--- src/rtl/charram_dram_ctrl.sv ---
// charram_dram_ctrl: sequencer and arbiter for one 16k x 4 character-RAM DRAM plane.
// Each 8-phase cycle holds a video slot (ph 0-3, always a pixel read) and a CPU
// slot (ph 4-7, a CPU read/write when one is pending, otherwise idle/refresh).
// Optional feature macro: CHARRAM_CTRL_REFRESH_EN turns the idle CPU slot into a
// RAS-only refresh driven by a row counter that wraps at REFRESH_ROWS-1.
//
// CPU handshake: i_CPU_REQ is a level held by the requester until o_CPU_ACK pulses
// for one i_MCLK; the request is sampled only on the i_CEN that enters ph4, and a
// request still high at the next ph4 is a new access.
module charram_dram_ctrl #(
  parameter int REFRESH_ROWS = 256
) (
  input  logic        i_MCLK,
  input  logic        i_RST,
  input  logic        i_CEN,
  input  logic [13:0] i_VID_ADDR,
  output logic [3:0]  o_VID_DATA,
  output logic        o_VID_VALID,
  input  logic        i_CPU_REQ,
  input  logic        i_CPU_WR,
  input  logic [13:0] i_CPU_ADDR,
  input  logic [3:0]  i_CPU_DIN,
  output logic [3:0]  o_CPU_DOUT,
  output logic        o_CPU_ACK,
  output logic [7:0]  o_ADDR,
  output logic [3:0]  o_DOUT,
  input  logic [3:0]  i_DIN,
  output logic        o_RAS_n,
  output logic        o_CAS_n,
  output logic        o_WR_n,
  output logic        o_RD_n
);

  // What the CPU slot of the current cycle is doing.
  typedef enum logic [1:0] {
    MODE_IDLE    = 2'd0,
    MODE_READ    = 2'd1,
    MODE_WRITE   = 2'd2,
    MODE_REFRESH = 2'd3
  } mode_e;

  logic [2:0]  ph_q, ph_d;
  logic [13:0] vid_addr_q, vid_addr_d;
  logic [13:0] cpu_addr_q, cpu_addr_d;
  logic [3:0]  cpu_din_q, cpu_din_d;
  mode_e       mode_q, mode_d;

  logic [7:0]  addr_q, addr_d;
  logic [3:0]  dout_q, dout_d;
  logic        ras_n_q, ras_n_d;
  logic        cas_n_q, cas_n_d;
  logic        wr_n_q, wr_n_d;
  logic        rd_n_q, rd_n_d;
  logic [3:0]  vid_data_q, vid_data_d;
  logic        vid_valid_q, vid_valid_d;
  logic [3:0]  cpu_dout_q, cpu_dout_d;
  logic        cpu_ack_q, cpu_ack_d;

  // Access being sequenced in the phase about to be entered.
  logic [13:0] acc_addr;
  mode_e       acc_mode;
  logic [1:0]  k;

`ifdef CHARRAM_CTRL_REFRESH_EN
  localparam logic [7:0] REF_LAST = 8'(REFRESH_ROWS - 1);
  logic [7:0] ref_row_q, ref_row_d;
`else
  logic [7:0] unused_ref_rows;
  assign unused_ref_rows = 8'(REFRESH_ROWS - 1);
`endif

  // State and registered DRAM/CPU/video outputs; reset wins over i_CEN.
  always_ff @(posedge i_MCLK) begin
    if (i_RST) begin
      ph_q        <= 3'd0;
      vid_addr_q  <= '0;
      cpu_addr_q  <= '0;
      cpu_din_q   <= '0;
      mode_q      <= MODE_IDLE;
      addr_q      <= '0;
      dout_q      <= '0;
      ras_n_q     <= 1'b1;
      cas_n_q     <= 1'b1;
      wr_n_q      <= 1'b1;
      rd_n_q      <= 1'b1;
      vid_data_q  <= '0;
      vid_valid_q <= 1'b0;
      cpu_dout_q  <= '0;
      cpu_ack_q   <= 1'b0;
`ifdef CHARRAM_CTRL_REFRESH_EN
      ref_row_q   <= '0;
`endif
    end else begin
      ph_q        <= ph_d;
      vid_addr_q  <= vid_addr_d;
      cpu_addr_q  <= cpu_addr_d;
      cpu_din_q   <= cpu_din_d;
      mode_q      <= mode_d;
      addr_q      <= addr_d;
      dout_q      <= dout_d;
      ras_n_q     <= ras_n_d;
      cas_n_q     <= cas_n_d;
      wr_n_q      <= wr_n_d;
      rd_n_q      <= rd_n_d;
      vid_data_q  <= vid_data_d;
      vid_valid_q <= vid_valid_d;
      cpu_dout_q  <= cpu_dout_d;
      cpu_ack_q   <= cpu_ack_d;
`ifdef CHARRAM_CTRL_REFRESH_EN
      ref_row_q   <= ref_row_d;
`endif
    end
  end

  // Phase sequencing: completions on leaving ph3/ph7, latches on entering ph0/ph4,
  // then the strobes and address for the phase being entered.
  always_comb begin
    ph_d        = ph_q;
    vid_addr_d  = vid_addr_q;
    cpu_addr_d  = cpu_addr_q;
    cpu_din_d   = cpu_din_q;
    mode_d      = mode_q;
    addr_d      = addr_q;
    dout_d      = dout_q;
    ras_n_d     = ras_n_q;
    cas_n_d     = cas_n_q;
    wr_n_d      = wr_n_q;
    rd_n_d      = rd_n_q;
    vid_data_d  = vid_data_q;
    vid_valid_d = 1'b0;
    cpu_dout_d  = cpu_dout_q;
    cpu_ack_d   = 1'b0;
    acc_addr    = '0;
    acc_mode    = MODE_IDLE;
    k           = 2'd0;
`ifdef CHARRAM_CTRL_REFRESH_EN
    ref_row_d   = ref_row_q;
`endif

    if (i_CEN) begin
      ph_d = ph_q + 3'd1;

      // Leaving ph3: the video read data is on i_DIN.
      if (ph_q == 3'd3) begin
        vid_data_d  = i_DIN;
        vid_valid_d = 1'b1;
      end

      // Leaving ph7: finish the CPU slot.
      if (ph_q == 3'd7) begin
        if (mode_q == MODE_READ) begin
          cpu_dout_d = i_DIN;
        end
        if (mode_q == MODE_READ || mode_q == MODE_WRITE) begin
          cpu_ack_d = 1'b1;
        end
`ifdef CHARRAM_CTRL_REFRESH_EN
        if (mode_q == MODE_REFRESH) begin
          ref_row_d = (ref_row_q == REF_LAST) ? 8'd0 : ref_row_q + 8'd1;
        end
`endif
      end

      // Entering ph0: the video slot fetches whatever address is presented now.
      if (ph_d == 3'd0) begin
        vid_addr_d = i_VID_ADDR;
      end

      // Entering ph4: arbitration; a later request waits a full cycle.
      if (ph_d == 3'd4) begin
        if (i_CPU_REQ) begin
          mode_d     = i_CPU_WR ? MODE_WRITE : MODE_READ;
          cpu_addr_d = i_CPU_ADDR;
          cpu_din_d  = i_CPU_DIN;
        end else begin
`ifdef CHARRAM_CTRL_REFRESH_EN
          mode_d = MODE_REFRESH;
`else
          mode_d = MODE_IDLE;
`endif
        end
      end

      k = ph_d[1:0];
      if (ph_d[2]) begin
        acc_addr = cpu_addr_d;
        acc_mode = mode_d;
      end else begin
        acc_addr = vid_addr_d;
        acc_mode = MODE_READ;
      end

      ras_n_d = 1'b1;
      cas_n_d = 1'b1;
      rd_n_d  = 1'b1;
      wr_n_d  = 1'b1;
      addr_d  = 8'd0;
      dout_d  = 4'd0;

      case (acc_mode)
        MODE_READ, MODE_WRITE: begin
          // Row during k=0..1, column (shifted into bits 6:1) during k=2..3.
          if (k[1]) begin
            addr_d  = {1'b0, acc_addr[13:8], 1'b0};
            cas_n_d = 1'b0;
            if (acc_mode == MODE_READ) begin
              rd_n_d = 1'b0;
            end else begin
              dout_d = cpu_din_d;
              wr_n_d = (k != 2'd3);
            end
          end else begin
            addr_d = acc_addr[7:0];
          end
          ras_n_d = (k == 2'd0);
        end
`ifdef CHARRAM_CTRL_REFRESH_EN
        MODE_REFRESH: begin
          addr_d  = ref_row_q;
          ras_n_d = (k == 2'd0);
        end
`endif
        default: begin
        end
      endcase
    end
  end

  assign o_ADDR      = addr_q;
  assign o_DOUT      = dout_q;
  assign o_RAS_n     = ras_n_q;
  assign o_CAS_n     = cas_n_q;
  assign o_WR_n      = wr_n_q;
  assign o_RD_n      = rd_n_q;
  assign o_VID_DATA  = vid_data_q;
  assign o_VID_VALID = vid_valid_q;
  assign o_CPU_DOUT  = cpu_dout_q;
  assign o_CPU_ACK   = cpu_ack_q;

endmodule

--- config.mk ---
export PLATFORM = sky130hd
export DESIGN_NAME = charram_dram_ctrl
export DESIGN_NICKNAME = d
export VERILOG_FILES = /design/src/rtl/charram_dram_ctrl.sv
export SDC_FILE = /design/constraint.sdc
export NUM_CORES = 1
export LEC_CHECK = 0
export ABC_AREA = 0
export ABC_CLOCK_PERIOD_IN_PS = 3100
export CAP_MARGIN = 20
export CORE_ASPECT_RATIO = 0.6
export CORE_MARGIN = 5
export CORE_UTILIZATION = 35
export DETAILED_ROUTE_END_ITERATION = 7
export PLACE_DENSITY_LB_ADDON = 0.1
export SYNTH_ARGS = -nofsm -noshare
export SYNTH_HDL_FRONTEND = slang
export SYNTH_SLANG_ARGS = --single-unit
--- constraint.sdc ---
create_clock -name i_MCLK -period 3.1 [get_ports i_MCLK]
set_input_delay 0.62 -clock i_MCLK [delete_from_list [all_inputs] [get_ports i_MCLK]]
set_output_delay 0.62 -clock i_MCLK [all_outputs]
set_load 0.05 [all_outputs]
# [Word level (Yosys, flattened, before mapping)]
# Cells that the tools add are included.
[classes] n_eq_ne=8 muxes=27 bitwise=2 add_sub_neg=1 reduce_logical=8
[op_table] cell="14-bit two-way mux" n=4
[op_table] cell="4-bit two-way mux" n=5
[op_table] cell="8-bit two-way mux" n=2
[op_table] cell="1-bit two-way mux" n=11
[op_table] cell="2-bit two-way mux" n=5
[op_table] cell="3-bit == test, second input constant" n=2
[op_table] cell="2-bit by 1-bit == test with 1-bit output, second input constant" n=2
[op_table] cell="2-bit == test, second input constant" n=2
[op_table] cell="2-bit OR reduction" n=2
[op_table] cell="3-bit by 1-bit adder with 3-bit output, second input constant" n=1
[op_table] cell="3-bit by 2-bit == test with 1-bit output, second input constant" n=1
[op_table] cell="3-bit zero test" n=1
[op_table] cell="3-bit AND reduction" n=1
[op_table] cell="3-bit OR reduction" n=1
[op_table] cell="2-bit zero test" n=1
[op_table] cell="2-bit inequality test, second input constant" n=1
[op_table] cell="1-bit inverter" n=2
[op_table] cell="2-bit AND reduction" n=1
[op_table] cell="1-bit logical OR" n=1
[totals] elab_cells=61 output_inout_bits=26 reg_bits=63 inputBits=41

# [Depth between registers and ports, before layout]
# Gate-level depths: netlist of the first run.
[depth] word_depth=9 mapped_depth=12 ltp_nobuf=9

# [Worst setup path after synthesis of the first run]
# OpenSTA, ideal clock, no wires.
[synth_timing] kind="reg2reg" startpoint="register ph_q[0]" endpoint="register addr_q[1] (netlist: o_ADDR[1])" stages_incl_launch_ff=11 arrival_ps=2618 path_slack_ps=422 period_less_slack_ps=2678 path_buffers=3 setup_time_ps=60 path_cell_list="dfxtp_1 ha_1 ha_1 clkbuf_1 buf_2 a211o_1 ha_1 or3b_1 clkbuf_1 a221oi_1 a22o_1"
[synth_via] elab_chain_cells=8 elab_cells_between_ends=14 classes_between="1 x add/sub; 3 x eq/ne; 8 x mux; 2 x reduce/logical"
[synth_rtl] item="start: declaration" line="42" text="logic [2:0] ph_q, ph_d;"
[synth_rtl] item="start signal: assignment" line="94" text="ph_q <= ph_d;"
[synth_rtl] item="3-bit by 1-bit adder with 3-bit output *" line="141" text="ph_d = ph_q + 3'd1;"
[synth_rtl] item="3-bit == test" line="170" text="if (ph_d == 3'd4) begin"
[synth_rtl] item="2-bit two-way mux" line="170"
[synth_rtl] item="2-bit two-way mux" line="185" text="if (ph_d[2]) begin"
[synth_rtl] item="2-bit two-way mux" line="140" text="if (i_CEN) begin"
[synth_rtl] item="2-bit by 1-bit == test with 1-bit output / 2-bit == test (equally long branches)" line="200" text="case (acc_mode)"
[synth_rtl] item="2-bit OR reduction" line="200"
[synth_rtl] item="8-bit two-way mux *" line="200"
[synth_rtl] item="end signal: assignment" line="99" text="addr_q <= addr_d;"
[synth_rtl] item="end: declaration" line="48" text="logic [7:0] addr_q, addr_d;"
# Mark *: on every way between the ends. The rest lies on a longest branch, timed or not. The select of a mux whose other input is x is not followed.
# A chain may end at the register's enable or synchronous reset.

# [Worst setup path after layout of the first run]
[layout_timing] startpoint="register ph_q[0]" endpoint="register addr_q[2] (netlist: o_ADDR[2])"
# The elaborated chain is that of the path after synthesis.

==> flow_metrics.py, run 1 <==
metrics = {
    "place": {
        "hpwlAfterDp_mm": 5.85,
        "preCtsSetupSlack_ns": 0.204,
        "port_buffers": 66,
        "gp_congestion": 0.815,
    },
    "clocking": {
        "cts.hold.buffers_added": 0,
        "clk_path_buf_depth": 2,
        "cts.clk_slew.worst_paths_ns": 0.05,
        "cts_tree": "built",
        "htree_levels": 3,
        "clk_latency_ns": 0.33,
        "postCtsSetupBuffers": 0,
        "root_buffer": "clkbuf_16",
        "ctsResizeCount": 0,
        "cts_buffers": 9,
        "clock-sinks": 63,
    },
    "grt": {
        "antenna_found_initial": 0,
        "grt_usage_pct": 16.9,
        "overflow": 0,
        "grt_max_degree": 33,
        "grt_pass1_wl_mm": 13.1,
        "grt_pass1_vias": 2378,
    },
    "die": {
        "fp.dieArea_um2": 10300,
        "core_area_um2": 7980,
        "initial_utilization_pct": 36.3,
        "num_rows": 25,
        "die_x_um": 127,
        "fp.dieH_um": 80.5,
        "io_pins": 67,
    },
    "yosys": {
        "yosys_warnings": 0,
        "synth.avg_cell_area_um2": 8.47,
        "synth_ff_type": "dfxtp_1",
        "syn_area_um2": 2900,
        "netlist_instances": 342,
        "synth_edf_count": 0,
        "ys_types": 36,
        "ys_ff_latch": 63,
        "async_reset_ff_share_pct": 0,
        "synth_nets": 391,
        "ys_seq_area_share_pct": 43.6,
    },
    "power_and_ir_drop": {
        "leakagePower_nw": 1.43,
        "ir_drop_uv": 257,
        "p_per_area_nw_per_um2": 511,
    },
    "routing": {
        "first_pass_iters": 4,
        "drtIter0Drc": 205,
        "vias": 2544,
        "ant_nets": 0,
        "drc": 0,
        "via_per_inst": 4.92,
        "totalWireLength_mm": 8.14,
        "wire_per_inst_um": 15.7,
    },
    "timing": {
        "tightest_slew_ns": 0.577,
        "finalWorstSetupSlack_ns": 0.413,
        "hold_viol_final": 0,
        "fmax_ghz": 0.372,
        "slew_violations": 0,
        "min_period_ns": 2.69,
        "setup_viol": 0,
        "period_share_pct": 86.7,
        "relSlewSlack_pct": 61.4,
        "rsz0062_at_grt": "no",
        "tns_ns": 0,
        "fin_skew_ns": 0.00483,
    },
    "layout": {
        "final_common_cell": "nand2_1",
        "utilization_pct": 48.8,
        "diodes": 0,
        "syn_to_final_growth_pct": 34.6,
        "nets": 454,
        "final_cell_mix": "nand2_1 (79), clkdlybuf4s50_1 (65), dfxtp_1 (63), a21oi_1 (52), nor2_1 (24)",
        "fill_cells": 789,
        "final_layout_size_suffix_gt1_share_pct": 9.78,
    },
    "critical_path": {
        "crit_path_end_kind": "flip-flop",
        "critPathLaunchType": "flip-flop",
        "arrival_ns": 2.96,
        "crit_type": "reg -> reg",
        "cp_max_fo": 9,
        "worst_ep_required_time_ns": 3.37,
    },
    "flow_run": {
        "maxCapViolCount": 0,
    },
    "outcome": {
        "status": "finished clean",
    },
    "hold_path": {
        "hold_class": "reg -> reg",
    },
}
## area by class of cell
type                            instances  area (um^2)  share of cell area, %
Inverter                                3         11.3                  0.289
Clock inverter                          1         5.00                  0.128
Clock buffer                           14          254                   6.52
Timing Repair Buffer                   77          738                   18.9
Multi-Input combinational cell        251         1490                   38.3
Tap cell                              108          135                   3.47
Sequential cell                        63         1260                   32.4
## routing by layer
layer | wire, um | global-route usage, %
met1 | 4680 | 26.5
met2 | 2890 | 19.7
met3 | 466 | 6.25
met4 | 104 | 5.78
met5 | 0 | 0
## worst paths after layout
kind                        startpoint                   endpoint  slack (ns)  depth (start not counted)
max reg2reg       ph_q[0]$_SDFFE_PP0P_     o_ADDR[2]$_SDFFE_PP0P_        0.41                          8
max               ph_q[0]$_SDFFE_PP0P_     o_ADDR[2]$_SDFFE_PP0P_        0.41                          8
min reg2reg  cpu_din_q[3]$_SDFFE_PP0P_  cpu_din_q[3]$_SDFFE_PP0P_        0.45                          2
min          cpu_din_q[3]$_SDFFE_PP0P_  cpu_din_q[3]$_SDFFE_PP0P_        0.45                          2
## through the flow
stage	hold WS [ns]	cells	instance area, um^2	power, mW
detailed placement	0.445	502	3640	1.12
global placement	0.439	502	3640	1.12
CTS	0.453	517	3900	2.02
global route	0.472	517	3900	2.08
finish	0.453	517	3900	1.99
floorplan	0.433	342	2900	1.00
## synthesized netlist by cell type, types with 2 or more instances
| master | number | area, um^2 |
|---|---|---|
| or2_2 | 3 | 18.8 |
| nand3_1 | 8 | 40.0 |
| and3_1 | 3 | 18.8 |
| nor2b_1 | 8 | 50.1 |
| a32o_1 | 2 | 20.0 |
| ha_1 | 8 | 100 |
| a211oi_1 | 4 | 30.0 |
| o311ai_0 | 5 | 43.8 |
| nor2_1 | 24 | 90.1 |
| buf_4 | 5 | 37.5 |
| nand2_1 | 79 | 297 |
| inv_1 | 3 | 11.3 |
| mux2i_1 | 16 | 160 |
| a21oi_1 | 52 | 260 |
| clkbuf_1 | 10 | 37.5 |
| dfxtp_1 | 63 | 1260 |
| mux2_2 | 11 | 124 |
| a22o_1 | 5 | 43.8 |
| a221oi_1 | 5 | 43.8 |
| o21ai_0 | 3 | 15.0 |
| nand2b_1 | 2 | 12.5 |
| buf_2 | 9 | 45.0 |
## worst max-delay path, cell delays in order, from the launching register on
cell	delay (ns)
dfxtp_1	0.36
ha_1	0.27
ha_1	0.34
nor2b_1	0.09
a211o_1	0.28
ha_1	0.38
or3b_1	0.49
a221oi_1	0.25
a22o_1	0.17
## registers in the layout, indices dropped and copies added, names as in the netlist
signal / cells
o_CPU_ACK: 1
cpu_addr_q: 14
o_DOUT: 4
mode_q: 2
vid_addr_q: 14
o_CPU_DOUT: 4
o_ADDR: 8
ph_q: 3
o_WR_n: 1
o_RD_n: 1
o_CAS_n: 1
o_VID_VALID: 1
o_RAS_n: 1
o_VID_DATA: 4
cpu_din_q: 4
## report_power, final
part           switching (mW)  leakage (nW)  total [mW]  internal, mW
Combinational           0.148         0.794       0.262         0.114
Clock                   0.332         0.127       0.889         0.557
Sequential             0.0105         0.509       0.839         0.829
## logic make-up (layout without fill, tap and decap cells)
logic type,Yosys count,in the layout,synth area share [%]
compound gates,79,79,16.6
xor+xnor,1,1,0.303
fa+ha+maj,8,8,3.46
buf+inv,28,95,4.93
flops,63,63,43.6
mux,28,28,10.6
simple gates,135,135,20.5
(Power assumes the default switching activity.)
==> run 2: changes to the inputs <==
- CTS_BUF_LIST: default -> sky130_fd_sc_hd__clkbuf_8
==> run 2 against run 1 <==
Against the previous run: die area unchanged; sequential cell count unchanged; count of clock-buffer cells in the layout decreased by 4; sequential share of layout area increased by 0.86 points; sequential power about the same; via count decreased by 2.0%; combinational power about the same; critical endpoint unchanged; final cell count unchanged; largest cell class unchanged; critical path depth unchanged; clock power decreased by 34%; first-iteration DRC count decreased by 2.4%.
==> flow_metrics.py, run 2 (synthesis results as in run 1) <==
metrics = {
    "routing": {
        "via_per_inst": 4.82,
        "drc": 0,
        "wire_per_inst_um": 15.7,
        "vias": 2492,
        "first_pass_iters": 4,
        "drtIter0Drc": 200,
        "ant_nets": 0,
        "totalWireLength_mm": 8.11,
    },
    "clocking": {
        "postCtsSetupBuffers": 0,
        "ctsResizeCount": 0,
        "clock-sinks": 63,
        "clk_latency_ns": 0.34,
        "htree_levels": 3,
        "cts_tree": "built",
        "cts_buffers": 9,
        "cts.hold.buffers_added": 0,
        "cts.clk_slew.worst_paths_ns": 0.06,
        "clk_path_buf_depth": 2,
        "root_buffer": "clkbuf_8",
    },
    "outcome": {
        "status": "finished clean",
    },
    "critical_path": {
        "crit_path_end_kind": "flip-flop",
        "critPathLaunchType": "flip-flop",
        "arrival_ns": 2.99,
        "worst_ep_required_time_ns": 3.39,
        "cp_max_fo": 9,
        "r2r_slack_ns": 0.39,
        "crit_type": "reg -> reg",
    },
    "layout": {
        "final_common_cell": "nand2_1",
        "final_cell_mix": "nand2_1 (79), clkdlybuf4s50_1 (65), dfxtp_1 (63), a21oi_1 (52), nor2_1 (24)",
        "nets": 454,
        "syn_to_final_growth_pct": 31.1,
        "diodes": 0,
        "final_layout_size_suffix_gt1_share_pct": 9.78,
    },
    "grt": {
        "grt_pass1_vias": 2350,
        "antenna_found_initial": 0,
        "overflow": 0,
        "grt_pass1_wl_mm": 13.0,
        "grt_max_degree": 33,
        "grt_usage_pct": 16.7,
    },
    "power_and_ir_drop": {
        "ir_drop_uv": 243,
        "p_per_area_nw_per_um2": 445,
        "power.total_mw": 1.69,
        "leakagePower_nw": 1.40,
    },
    "timing": {
        "rsz0062_at_grt": "no",
        "hold_viol_final": 0,
        "relSlewSlack_pct": 60.4,
        "finalWorstSetupSlack_ns": 0.394,
        "tns_ns": 0,
        "period_share_pct": 87.3,
        "tightest_slew_ns": 0.592,
        "fmax_ghz": 0.370,
        "min_period_ns": 2.71,
        "hold_ws_ns": 0.454,
        "fin_skew_ns": 0.00611,
        "slew_violations": 0,
        "setup_viol": 0,
    },
    "die": {
        "io_pins": 67,
        "fp.dieH_um": 80.5,
        "num_rows": 25,
        "fp.dieArea_um2": 10300,
        "initial_utilization_pct": 36.3,
        "die_x_um": 127,
        "core_area_um2": 7980,
    },
    "place": {
        "hpwlAfterDp_mm": 5.85,
        "port_buffers": 66,
        "gp_congestion": 0.815,
        "preCtsSetupSlack_ns": 0.204,
    },
    "hold_path": {
        "hold_class": "reg -> reg",
    },
    "flow_run": {
        "maxCapViolCount": 0,
    },
}
run 2: cell type report:
class / instances / area [um^2]
clock buffer: 10 / 138
clock inverter: 5 / 20.0
fill: 801 / 4180
inverter: 3 / 11.3
multi-input combinational: 251 / 1490
sequential: 63 / 1260
tap: 108 / 135
timing repair buffer: 77 / 738
run 2: per-stage QoR:
| step | area [um^2] | util (%) | instances |
|---|---|---|---|
| floorplan | 2900 | - | 342 |
| global placement | 3640 | 45.6 | 502 |
| detailed placement | 3640 | 45.6 | 502 |
| CTS | 3790 | 47.6 | 517 |
| global route | 3790 | 47.6 | 517 |
| finish | 3790 | 47.6 | 517 |
run 2: critical path, stage by stage (launching register included):
cell and delay (ns):
dfxtp_1 0.37, ha_1 0.27, ha_1 0.34, nor2b_1 0.09, a211o_1 0.28, ha_1 0.38, or3b_1 0.49, a221oi_1 0.26
a22o_1 0.17
run 2: worst paths after layout:
path | depth (start not counted) | end | from
hold reg to reg | 2 | cpu_din_q[3]$_SDFFE_PP0P_ | cpu_din_q[3]$_SDFFE_PP0P_
setup reg to reg | 8 | o_ADDR[2]$_SDFFE_PP0P_ | ph_q[0]$_SDFFE_PP0P_
setup / recovery | 8 | o_ADDR[2]$_SDFFE_PP0P_ | ph_q[0]$_SDFFE_PP0P_
hold / removal | 2 | cpu_din_q[3]$_SDFFE_PP0P_ | cpu_din_q[3]$_SDFFE_PP0P_
run 2: per-layer routing:
layer  vias up  track usage (%)  share of wire [%]
li1       1308                -                  -
met1      1115             26.4                 58
met2        67             19.5                 36
met3         2             5.85                5.4
met4         0             5.46               0.38
met5         -                0                  0
run 2: power by group:
part	switching (mW)	internal [mW]	total (mW)	leakage [nW]
clock	0.294	0.294	0.589	0.0971
combinational	0.148	0.114	0.262	0.794
sequential	0.0106	0.827	0.837	0.509
total	0.453	1.24	1.69	1.40
==> run 3: changes to the inputs <==
- HOLD_SLACK_MARGIN: default -> 0.1
==> results of run 3 <==
No change in the layout: final DEF, timing and power equal those of run 2.
